$ cat src/rtl/mult_c3x2_rr_scheduler.sv
// Two-requester round-robin front end for one external C3x2 multiplier: S1 issues operands, S2 merges and returns results.
// Optional MULT_SCHED_MODE_CHECK_EN: mode 11 completes as an error result instead of running as 18x12.
module mult_c3x2_rr_scheduler #(
  parameter int TAG_W = 4
) (
  input  logic              clk,
  input  logic              reset,
  input  logic              req0_valid,
  output logic              req0_ready,
  input  logic [35:0]       req0_a,
  input  logic [35:0]       req0_b,
  input  logic              req0_a_sign,
  input  logic              req0_b_sign,
  input  logic [1:0]        req0_mode,
  input  logic [TAG_W-1:0]  req0_tag,
  input  logic              req1_valid,
  output logic              req1_ready,
  input  logic [35:0]       req1_a,
  input  logic [35:0]       req1_b,
  input  logic              req1_a_sign,
  input  logic              req1_b_sign,
  input  logic [1:0]        req1_mode,
  input  logic [TAG_W-1:0]  req1_tag,
  output logic [35:0]       mul_a,
  output logic [35:0]       mul_b,
  output logic              mul_a_sign,
  output logic              mul_b_sign,
  output logic [2:0]        mul_mode,
  input  logic [29:0]       mul_result_0,
  input  logic [29:0]       mul_result_1,
  input  logic [7:0]        mul_result_SIDM_carry,
  output logic              out_valid,
  input  logic              out_ready,
  output logic [31:0]       out_data,
  output logic              out_src,
  output logic [TAG_W-1:0]  out_tag,
  output logic [1:0]        out_mode,
  output logic              out_err
);

  localparam int DATA_W = 36;

  logic             vld_p1;
  logic [1:0]       mode_p1;
  logic [TAG_W-1:0] tag_p1;
  logic             src_p1;
  logic             last;
  logic             s1_load;
  logic             s2_load;
  logic             grant0;
  logic             grant1;
  logic [32:0]      merged;

  function automatic logic [2:0] map_mode(input logic [1:0] mode);
    return (mode == 2'b11) ? 3'b000 : {1'b0, mode};
  endfunction

  // Returns {err, data}; lane sums are rebuilt from the two partial results plus the lane carries.
  function automatic logic [32:0] merge(input logic [1:0] mode, input logic [29:0] r0,
                                        input logic [29:0] r1, input logic [7:0] c);
    logic signed [29:0] s18;
    logic signed [31:0] s18_ext;
    logic [19:0]        s6_lo;
    logic [13:0]        s6_hi;
    logic [13:0]        q0;
    logic [7:0]         q1;
    logic [7:0]         q2;
    logic [7:0]         q3;
    logic [31:0]        data;
    logic               err;
    s18     = signed'(r0 + r1);
    s18_ext = s18;
    s6_lo   = {c[3:2], r0[17:0]} + {2'b00, r1[17:0]};
    s6_hi   = {c[7:6], r0[29:18]} + {2'b00, r1[29:18]};
    q0      = {c[1:0], r0[11:0]} + {2'b00, r1[11:0]};
    q1      = {c[3:2], r0[17:12]} + {2'b00, r1[17:12]};
    q2      = {c[5:4], r0[23:18]} + {2'b00, r1[23:18]};
    q3      = {c[7:6], r0[29:24]} + {2'b00, r1[29:24]};
    err     = 1'b0;
    case (mode)
      2'b01:   data = {4'b0000, s6_hi, s6_lo[19:6]};
      2'b10:   data = {q3, q2, q1, q0[13:6]};
`ifdef MULT_SCHED_MODE_CHECK_EN
      2'b11: begin
        data = 32'd0;
        err  = 1'b1;
      end
`endif
      default: data = s18_ext;
    endcase
    return {err, data};
  endfunction

  assign s2_load = vld_p1 & (~out_valid | out_ready);
  assign s1_load = ~vld_p1 | s2_load;

  // last == 1 means req1 was granted most recently, so req0 has priority on contention.
  always_comb begin
    grant0 = 1'b0;
    grant1 = 1'b0;
    if (s1_load && !reset) begin
      if (req0_valid && (!req1_valid || last)) grant0 = 1'b1;
      else if (req1_valid)                     grant1 = 1'b1;
    end
  end

  assign req0_ready = grant0;
  assign req1_ready = grant1;
  assign merged     = merge(mode_p1, mul_result_0, mul_result_1, mul_result_SIDM_carry);

  // ---- S1: issue register driving the multiplier ----
  always_ff @(posedge clk) begin
    if (reset) begin
      vld_p1     <= 1'b0;
      last       <= 1'b1;
      mul_a      <= '0;
      mul_b      <= '0;
      mul_a_sign <= 1'b0;
      mul_b_sign <= 1'b0;
      mul_mode   <= 3'b000;
    end else begin
      if (s1_load) vld_p1 <= grant0 | grant1;
      if (grant0 | grant1) last <= grant1;
      if (grant0) begin
        mul_a      <= req0_a[DATA_W-1:0];
        mul_b      <= req0_b[DATA_W-1:0];
        mul_a_sign <= req0_a_sign;
        mul_b_sign <= req0_b_sign;
        mul_mode   <= map_mode(req0_mode);
      end else if (grant1) begin
        mul_a      <= req1_a[DATA_W-1:0];
        mul_b      <= req1_b[DATA_W-1:0];
        mul_a_sign <= req1_a_sign;
        mul_b_sign <= req1_b_sign;
        mul_mode   <= map_mode(req1_mode);
      end
    end
  end

  always_ff @(posedge clk) begin
    if (grant0) begin
      mode_p1 <= req0_mode;
      tag_p1  <= req0_tag;
      src_p1  <= 1'b0;
    end else if (grant1) begin
      mode_p1 <= req1_mode;
      tag_p1  <= req1_tag;
      src_p1  <= 1'b1;
    end
  end

  // ---- S2: merged result held under backpressure ----
  always_ff @(posedge clk) begin
    if (reset) begin
      out_valid <= 1'b0;
      out_data  <= 32'd0;
      out_src   <= 1'b0;
      out_tag   <= '0;
      out_mode  <= 2'b00;
      out_err   <= 1'b0;
    end else if (s2_load) begin
      out_valid <= 1'b1;
      out_data  <= merged[31:0];
      out_err   <= merged[32];
      out_src   <= src_p1;
      out_tag   <= tag_p1;
      out_mode  <= mode_p1;
    end else if (out_ready) begin
      out_valid <= 1'b0;
    end
  end

endmodule

$ cat config.mk
export PLATFORM = sky130hd
export DESIGN_NAME = mult_c3x2_rr_scheduler
export DESIGN_NICKNAME = d
export VERILOG_FILES = /design/src/rtl/mult_c3x2_rr_scheduler.sv
export SDC_FILE = /design/constraint.sdc
export NUM_CORES = 1
export LEC_CHECK = 0
export CAP_MARGIN = 20
export CELL_PAD_IN_SITES_DETAIL_PLACEMENT = 1
export CELL_PAD_IN_SITES_GLOBAL_PLACEMENT = 1
export CORE_ASPECT_RATIO = 1.4
export CORE_MARGIN = 2
export CORE_UTILIZATION = 32
export CTS_CLUSTER_SIZE = 24
export DETAILED_ROUTE_END_ITERATION = 16
export GPL_ROUTABILITY_DRIVEN = 0
export PLACE_DENSITY_LB_ADDON = 0.3
export SLEW_MARGIN = 10
export SYNTH_ARGS = -nofsm -noshare
export SYNTH_HDL_FRONTEND = slang
export SYNTH_SLANG_ARGS = --single-unit
$ cat constraint.sdc
create_clock -name clk -period 6.8 [get_ports clk]
set_clock_uncertainty 0.05 [all_clocks]
set_input_delay 1.36 -clock clk [delete_from_list [all_inputs] [get_ports clk]]
set_output_delay 1.36 -clock clk [all_outputs]
set_load 0.02 [all_outputs]
After elaboration in Yosys (flattened, before gate mapping)
Index checks and enable logic that the tools add are counted.
- flip-flop bits (word level): 126
- input port bits: 233
- output and inout bits: 120
- $add $sub $neg: 7
- equal/unequal tests: 4
- mux-type cells: 24
- bitwise operators: 6
- reduce and logical (&&, ||, !) cells: 7
- operators by type and width (cell ; number):
    two-way mux 36 bit ; 4
    case mux 32 bit (2 select lines) ; 1
    adder 30 bit ; 1
    adder 14 x 12 -> 14 bit ; 2
    adder 8 x 6 -> 8 bit ; 3
    adder 20 x 18 -> 20 bit ; 1
    two-way mux 1 bit ; 11
    two-way mux 2 bit ; 4
    two-way mux 4 bit ; 2
    == test 2 bit (second input constant) ; 3
    two-way mux 3 bit ; 2
    nonzero test 2 bit ; 2
    OR 1 bit ; 3
    == test 2 x 1 -> 1 bit (second input constant) ; 1
    logical AND 1 bit ; 2
    logical NOT 1 bit ; 2
    inverter 1 bit ; 2
    AND 1 bit ; 1
    logical OR 1 bit ; 1

Logic depth before layout (Yosys ltp)
Gate-level depths: netlist (run 1).
- word-level depth: 8
- mapped depth: 10

Worst setup path after synthesis (run 1)
OpenSTA, ideal clock, no wires.
- kind: input to output
- start: in out_ready
- end: out req0_ready
- data arrival time: 2.474 ns
- slack: 2.916 ns
- stages on the path: 5
- cells stage by stage: nor2b_1 -> a21oi_1 -> nand3_1 -> clkbuf_1 -> clkinv_1
- longest elaborated chain between the ends: 5
- RTL lines (what ; line ; RTL):
    start: declaration ; 33 ; input logic out_ready,
    OR 1 bit ; 94 ; assign s2_load = vld_p1 & (~out_valid | out_ready);
    AND 1 bit ; 94 ;
    OR 1 bit ; 95 ; assign s1_load = ~vld_p1 | s2_load;
    logical AND 1 bit ; 101 ; if (s1_load && !reset) begin
    two-way mux 1 bit ; 101 ;
    end: declaration ; 9 ; output logic req0_ready,
No other way between the ends.

Worst setup path after layout (run 1)
Same ends and word-level chain as after synthesis.

==> run_results.csv, run 1 <==
group,metric,value,unit
sta,hold_viol,0,
sta,slew_viol_final,0,
detailed_routing,drc_errors,0,
sta,final.min_clock_period,4.66,ns
job,max-cap-violations,0,
synthesis,fraction_of_the_mapped_netlist_area_in_simple_logic_gates,0.256,
hold_path,hold_path_depth,2,
floorplan,die-area,0.0266,mm^2
setup_path,crit_path_start_kind,"input port",
placement,dp_hpwl,27100,um
detailed_routing,post_drt_via_cell_ratio,5.65,
synthesis,count_of_mapped_cells_out_of_synthesis,1068,
detailed_routing,routedWlPerCell,21.5,um
global_routing,gr-total-overflow,0,
cts,post-cts-setup-buffer-count,0,
global_routing,grt_max_degree,91,
power_and_ir_drop,power.density,212,mW/mm^2
synthesis,synth_mux_area_frac,0.0100,
finish,finish.net_count,1625,
synthesis,post_synth_fa_ha_maj_area_fraction,0.0593,
setup_path,critPathKind,"in -> out",
synthesis,netlist_area,0.00810,mm^2
cts,clockRootBuffer,"sky130_fd_sc_hd__clkbuf_16",
synthesis,avg_cell_area_syn,7.59,um^2
power_and_ir_drop,max-vdd-ir-drop,187,uV
floorplan,i_o_pin_count,353,
finish,seq_area,0.00256,mm^2
setup_path,cp-end-kind,"output port",
setup_path,timing.critical_path.required,5.39,ns
detailed_routing,drt-initial-drc-count,463,
global_routing,global_route_wire_length_before_repair,54900,um
synthesis,synth-edff-count,6,
finish,area_growth,52.2,%
setup_path,reg2reg_setup_slack,3.84,ns
synthesis,synth_compound_gate_area_share,0.256,
sta,setup_viol,0,
cts,tritoncts,"done",
detailed_routing,drt-pass1-iter-count,4,
synthesis,postSynth.asyncResetShare,0,
floorplan,initial_utilization,0.327,
global_routing,globalRouteTotalUtil,0.263,
sta,setup_tns_final,0,ns
finish,multiInputGateArea,0.00514,mm^2
global_routing,first_global_vias,10072,
finish,drive_gt1_frac,0.0475,
floorplan,die_height,192,um
synthesis,synth-xor-area-share,0.0486,
sta,fin_hold_ws,0.412,ns
cts,cts.htree.levels,4,
detailed_routing,ant_nets,0,
floorplan,design.core.area,0.0248,mm^2
sta,max_slew.worst_pin.slew,1.07,ns
synthesis,post_synth_main_area_contributors,"sky130_fd_sc_hd__dfxtp_1 (29%), sky130_fd_sc_hd__a311oi_1 (8.2%), sky130_fd_sc_hd__nand2_1 (7.3%)",
synthesis,synth_top_area_cell,"sky130_fd_sc_hd__dfxtp_1",
placement,port-buffer-count,350,
cts,worst_skew_pair.late_latency,0.43,ns
synthesis,synthDistinctLibCells,76,
synthesis,synth.top_cell.area_share,0.294,
synthesis,ys_dominant_reg_cell,"sky130_fd_sc_hd__dfxtp_1",
cts,clkSinkCount,125,
cts,ctsHoldBuffers,0,
finish,num-fill-cells,2971,
sta,timing.final.crit_share,0.685,
finish,layout_common_cells,"sky130_fd_sc_hd__clkdlybuf4s50_1 (348), sky130_fd_sc_hd__nand2_1 (157), sky130_fd_sc_hd__nor2_1 (155)",
finish,mostFrequentLayoutCell,"sky130_fd_sc_hd__clkdlybuf4s50_1",
global_routing,antenna_violations_before_repair,6,
cts,clock_path_buffers,2,
cts,clkTransAtPathRegs,0.06,ns
cts,cts-buffers-inserted,17,
power_and_ir_drop,leakage,0.00454,uW
cts,cts_resized,0,
synthesis,share_of_synthesized_area_occupied_by_flip_flops_and_latches,0.316,
setup_path,reg2regPathDepth,7,
outcome,run_status,"finished, final reports clean",
hold_path,timing.hold.worst.class,"reg -> reg",
setup_path,crit_path_max_fanout,9,
detailed_routing,wirelength,36300,um
sta,grt_setup_unrepaired,"false",
sta,worst_slew_margin_rel,0.286,
synthesis,synth_top_family_by_area,"simple AND/OR/NAND/NOR gates",
synthesis,synth.ff_latch_count,125,
synthesis,yosys_warnings,0,
floorplan,num_rows,68,
floorplan,floorplan.die.width,138,um
detailed_routing,detailroute.via_count,9549,
sta,maxClockFrequency,215,MHz
setup_path,arrival,3.25,ns
[per-layer routing]
layer | track usage | wire [um] | vias to the layer above
met5 | 0 | 11 | -
met4 | 0.146 | 1900 | 2
met3 | 0.0861 | 2940 | 101
met1 | 0.271 | 13300 | 4594
met2 | 0.472 | 18200 | 389
li1 | - | - | 4463
[cell usage after synthesis, types with 9 or more instances]
cell / count
sky130_fd_sc_hd__nand2_1: 158
sky130_fd_sc_hd__nor2_1: 155
sky130_fd_sc_hd__dfxtp_1: 119
sky130_fd_sc_hd__nand3_1: 81
sky130_fd_sc_hd__a311oi_1: 76
sky130_fd_sc_hd__clkbuf_1: 72
sky130_fd_sc_hd__a21oi_1: 54
sky130_fd_sc_hd__o21ai_0: 33
sky130_fd_sc_hd__ha_1: 32
sky130_fd_sc_hd__xnor2_1: 25
sky130_fd_sc_hd__xor2_1: 20
sky130_fd_sc_hd__a221oi_1: 19
sky130_fd_sc_hd__nor3_1: 17
sky130_fd_sc_hd__buf_2: 16
sky130_fd_sc_hd__inv_1: 13
sky130_fd_sc_hd__a21o_1: 12
sky130_fd_sc_hd__a211oi_1: 10
sky130_fd_sc_hd__a31oi_1: 9
sky130_fd_sc_hd__or3_1: 9
[power by group]
| part | internal, uW | switching, uW |
|---|---|---|
| combinational | 382 | 471 |
| sequential | 803 | 40.1 |
| clock | 546 | 377 |
| total | 1730 | 888 |
[worst paths after layout]
| path | start | endpoint |
|---|---|---|
| worst max-delay path | out_ready | req0_ready |
| worst min-delay path | src_p1 | out_src |
| worst min register to register | src_p1 | out_src |
| worst max register to register | out_valid | mul_a[15] |
[stage by stage]
step	instance area, um^2	worst slack (ns)	instances	util	total power, uW
3_5_place_dp	11700	2.18	1652	0.474	1700
6_report	12300	2.14	1691	0.498	2620
5_1_grt	12300	2.05	1688	0.498	2730
4_1_cts	12300	2.16	1684	0.497	2630
2_1_floorplan	8110	2.92	1069	-	1300
3_3_place_gp	11700	2.19	1652	0.474	1690
[state kept, by name, summed over array words and instances, names as in the netlist]
register and flops:
out_data 32, src_p1 1, out_mode 2, out_src 1, out_valid 1, mode_p1 2, mul_b 36, out_tag 4
mul_mode 2, last 1, mul_b_sign 1, mul_a_sign 1, vld_p1 1, mul_a 36, tag_p1 4
[kinds of logic (layout without fill, tap and decap cells)]
kind of cell    after synthesis  in the layout
fa+ha+maj                    36             36
xor+xnor                     45             45
simple gates                470            470
flops                       125            125
buf+inv                     107            407
compound gates              276            276
mux                           8              8
other cells                   1              9
[final cells by class]
class                           count  share of cell area
Antenna cell                        7             0.00142
Clock buffer                       21              0.0391
Clock inverter                     11             0.00853
Inverter                           14             0.00426
Multi-Input combinational cell    837               0.417
Sequential cell                   125               0.208
Tap cell                          315              0.0320
Timing Repair Buffer              361               0.290
[worst max-delay path: stages]
cell and delay [ns]:
sky130_fd_sc_hd__clkdlybuf4s50_1 0.46, sky130_fd_sc_hd__nor2b_1 0.33, sky130_fd_sc_hd__a21oi_4 0.13, sky130_fd_sc_hd__nand3_4 0.10, sky130_fd_sc_hd__clkinv_1 0.24, sky130_fd_sc_hd__clkdlybuf4s50_1 0.63
Note: power is estimated with default switching activity, not from simulation.
==> run 2: changes to the inputs <==
--- a/config.mk
+++ b/config.mk
@@ -10,7 +10,7 @@
 export CELL_PAD_IN_SITES_GLOBAL_PLACEMENT = 1
 export CORE_ASPECT_RATIO = 1.4
 export CORE_MARGIN = 2
-export CORE_UTILIZATION = 32
+export CORE_UTILIZATION = 27
 export CTS_CLUSTER_SIZE = 24
 export DETAILED_ROUTE_END_ITERATION = 16
 export GPL_ROUTABILITY_DRIVEN = 0
==> constraint.sdc (replaced) <==
create_clock -name clk -period 4 [get_ports clk]
set_clock_uncertainty 0.05 [all_clocks]
set_input_delay 0.8 -clock clk [delete_from_list [all_inputs] [get_ports clk]]
set_output_delay 0.8 -clock clk [all_outputs]
set_load 0.02 [all_outputs]
==> run_results.csv, run 2 (synthesis results as in run 1) <==
group,metric,value,unit
global_routing,global_route_wire_length_before_repair,57400,um
power_and_ir_drop,leakage,0.00463,uW
detailed_routing,drt-initial-drc-count,514,
power_and_ir_drop,share_seq_of_total_power,0.314,
power_and_ir_drop,power.internal,3000,uW
global_routing,grt_max_degree,160,
cts,clock_path_buffers,2,
cts,cts.htree.levels,4,
detailed_routing,post_drt_via_cell_ratio,5.38,
cts,tritoncts,"done",
power_and_ir_drop,netSwitchingPower,1560,uW
sta,hold_viol,0,
finish,drive_gt1_frac,0.0565,
setup_path,reg2regPathDepth,9,
setup_path,r2r_start,"mode_p1[0]",
setup_path,cp_cell_sequence,"clkdlybuf4s50_1 -> nor2b_1 -> a21oi_4 -> nand2_2 -> a21oi_1 -> clkdlybuf4s50_1",
floorplan,die-area,0.0314,mm^2
placement,port-buffer-count,350,
setup_path,cpMostUsedCell,"sky130_fd_sc_hd__clkdlybuf4s50_1",
setup_path,reg_to_reg_critical_path_endpoint,"out_data[11]",
detailed_routing,routedWlPerCell,21.4,um
cts,ctsHoldBuffers,0,
finish,finish.net_count,1637,
cts,cts_resized,0,
setup_path,crit_slowest_cell,"sky130_fd_sc_hd__clkdlybuf4s50_1",
outcome,run_status,"finished, final reports clean",
sta,final.min_clock_period,3.34,ns
cts,clockRootBuffer,"sky130_fd_sc_hd__clkbuf_16",
finish,top_flop_regs,"mul_a: 36 flops, mul_b: 36 flops, out_data: 32 flops",
power_and_ir_drop,power.density,363,mW/mm^2
detailed_routing,drc_errors,0,
detailed_routing,ant_nets,0,
global_routing,gr-total-overflow,0,
job,max-cap-violations,0,
sta,fin_hold_ws,0.412,ns
detailed_routing,detailroute.via_count,9513,
cts,clkSinkCount,125,
setup_path,crit_path_start_kind,"input port",
sta,setup_tns_final,0,ns
floorplan,design.core.area,0.0297,mm^2
floorplan,initial_utilization,0.272,
setup_path,cp-end-kind,"output port",
setup_path,arrival,2.49,ns
cts,cts-buffers-inserted,17,
setup_path,timing.critical_path.required,3.15,ns
hold_path,holdPathEnd,"out_src",
finish,seq_area,0.00256,mm^2
sta,slew_viol_final,0,
hold_path,hold_path_depth,2,
placement,dp.cells,1734,
sta,timing.final.crit_share,0.834,
global_routing,antenna_violations_before_repair,3,
power_and_ir_drop,total_power,4560,uW
sta,grt_setup_unrepaired,"false",
finish,layoutNonFillerInstCount,1769,
setup_path,reg2reg_setup_slack,1.10,ns
cts,post-cts-setup-buffer-count,0,
finish,area_growth,54.8,%
finish,layout_common_cells,"sky130_fd_sc_hd__clkdlybuf4s50_1 (348), sky130_fd_sc_hd__nand2_1 (157), sky130_fd_sc_hd__nor2_1 (155)",
setup_path,critPathKind,"in -> out",
finish,multiInputGateArea,0.00514,mm^2
detailed_routing,wirelength,37900,um
power_and_ir_drop,pwr-share-comb,0.325,
sta,max_slew.worst_pin.slew,0.945,ns
global_routing,first_global_vias,10138,
cts,worst_skew_pair.late_latency,0.45,ns
hold_path,min_from,"out_src",
power_and_ir_drop,max-vdd-ir-drop,329,uV
finish,num-fill-cells,3550,
detailed_routing,drt-pass1-iter-count,5,
finish,mostFrequentLayoutCell,"sky130_fd_sc_hd__clkdlybuf4s50_1",
floorplan,die_height,209,um
floorplan,i_o_pin_count,353,
floorplan,floorplan.die.width,150,um
sta,setup_viol,0,
power_and_ir_drop,p_clk_frac,0.361,
sta,maxClockFrequency,300,MHz
hold_path,timing.hold.worst.class,"reg -> reg",
floorplan,num_rows,75,
finish,postLayoutCoreUtil,0.422,
setup_path,timing.critical_path.slowest_cell_delay,0.66,ns
global_routing,globalRouteTotalUtil,0.239,
sta,worst_slew_margin_rel,0.370,
setup_path,crit_path_max_fanout,4,
cts,clkTransAtPathRegs,0.06,ns
placement,dp_hpwl,28500,um
power_and_ir_drop,power_switching_share,0.343,
-- run 2: final cells by class --
| cell class | instances | share of cell area |
|---|---|---|
| clock buffers | 19 | 0.0362 |
| multi-input cells | 837 | 0.410 |
| clock inverters | 13 | 0.0124 |
| flip-flops and latches | 125 | 0.204 |
| inverters | 14 | 0.00419 |
| well taps | 385 | 0.0384 |
| repair buffers | 373 | 0.294 |
| diodes | 3 | 0.000598 |
-- run 2: power groups by stage --
stage	Clock [uW]	Combinational, uW	Sequential [uW]
2_1_floorplan	0	651	1560
3_3_place_gp	0	1460	1450
3_5_place_dp	0	1480	1460
4_1_cts	1680	1490	1430
5_1_grt	1720	1600	1440
6_report	1640	1480	1430
-- run 2: metal layers --
layer  vias up  track usage  wire length, um
met3        95       0.0740             2870
met5         -            0                0
met1      4560        0.241            13700
met4         0        0.145             2080
li1       4487            -                -
met2       371        0.424            19200
-- run 2: metrics by stage --
step	setup slack (ns)	instance area [um^2]
detailed placement	0.212	11900
global placement	0.355	11900
CTS	0.654	12500
floorplan	1.13	8110
global route	0.513	12500
finish	0.663	12500
-- run 2: worst max-delay path by stage --
stage                               start      endpoint  slack, ns  cells past startpoint
after CTS                       out_ready    req1_ready       0.65                      6
after global routing      mul_result_0[0]  out_data[28]       0.51                     11
after global placement    mul_result_0[0]  out_data[28]       0.35                     11
final                           out_ready    req1_ready       0.66                      6
after floorplan           mul_result_0[0]  out_data[12]       1.13                     10
after detailed placement  mul_result_0[0]  out_data[28]       0.21                     11
-- run 2: worst max-delay path, delay by kind of cell --
| family | cells | cell delay [ns] |
|---|---|---|
| buf+inv | 2 | 1.14 |
| compound gates | 2 | 0.37 |
| simple gates | 2 | 0.17 |
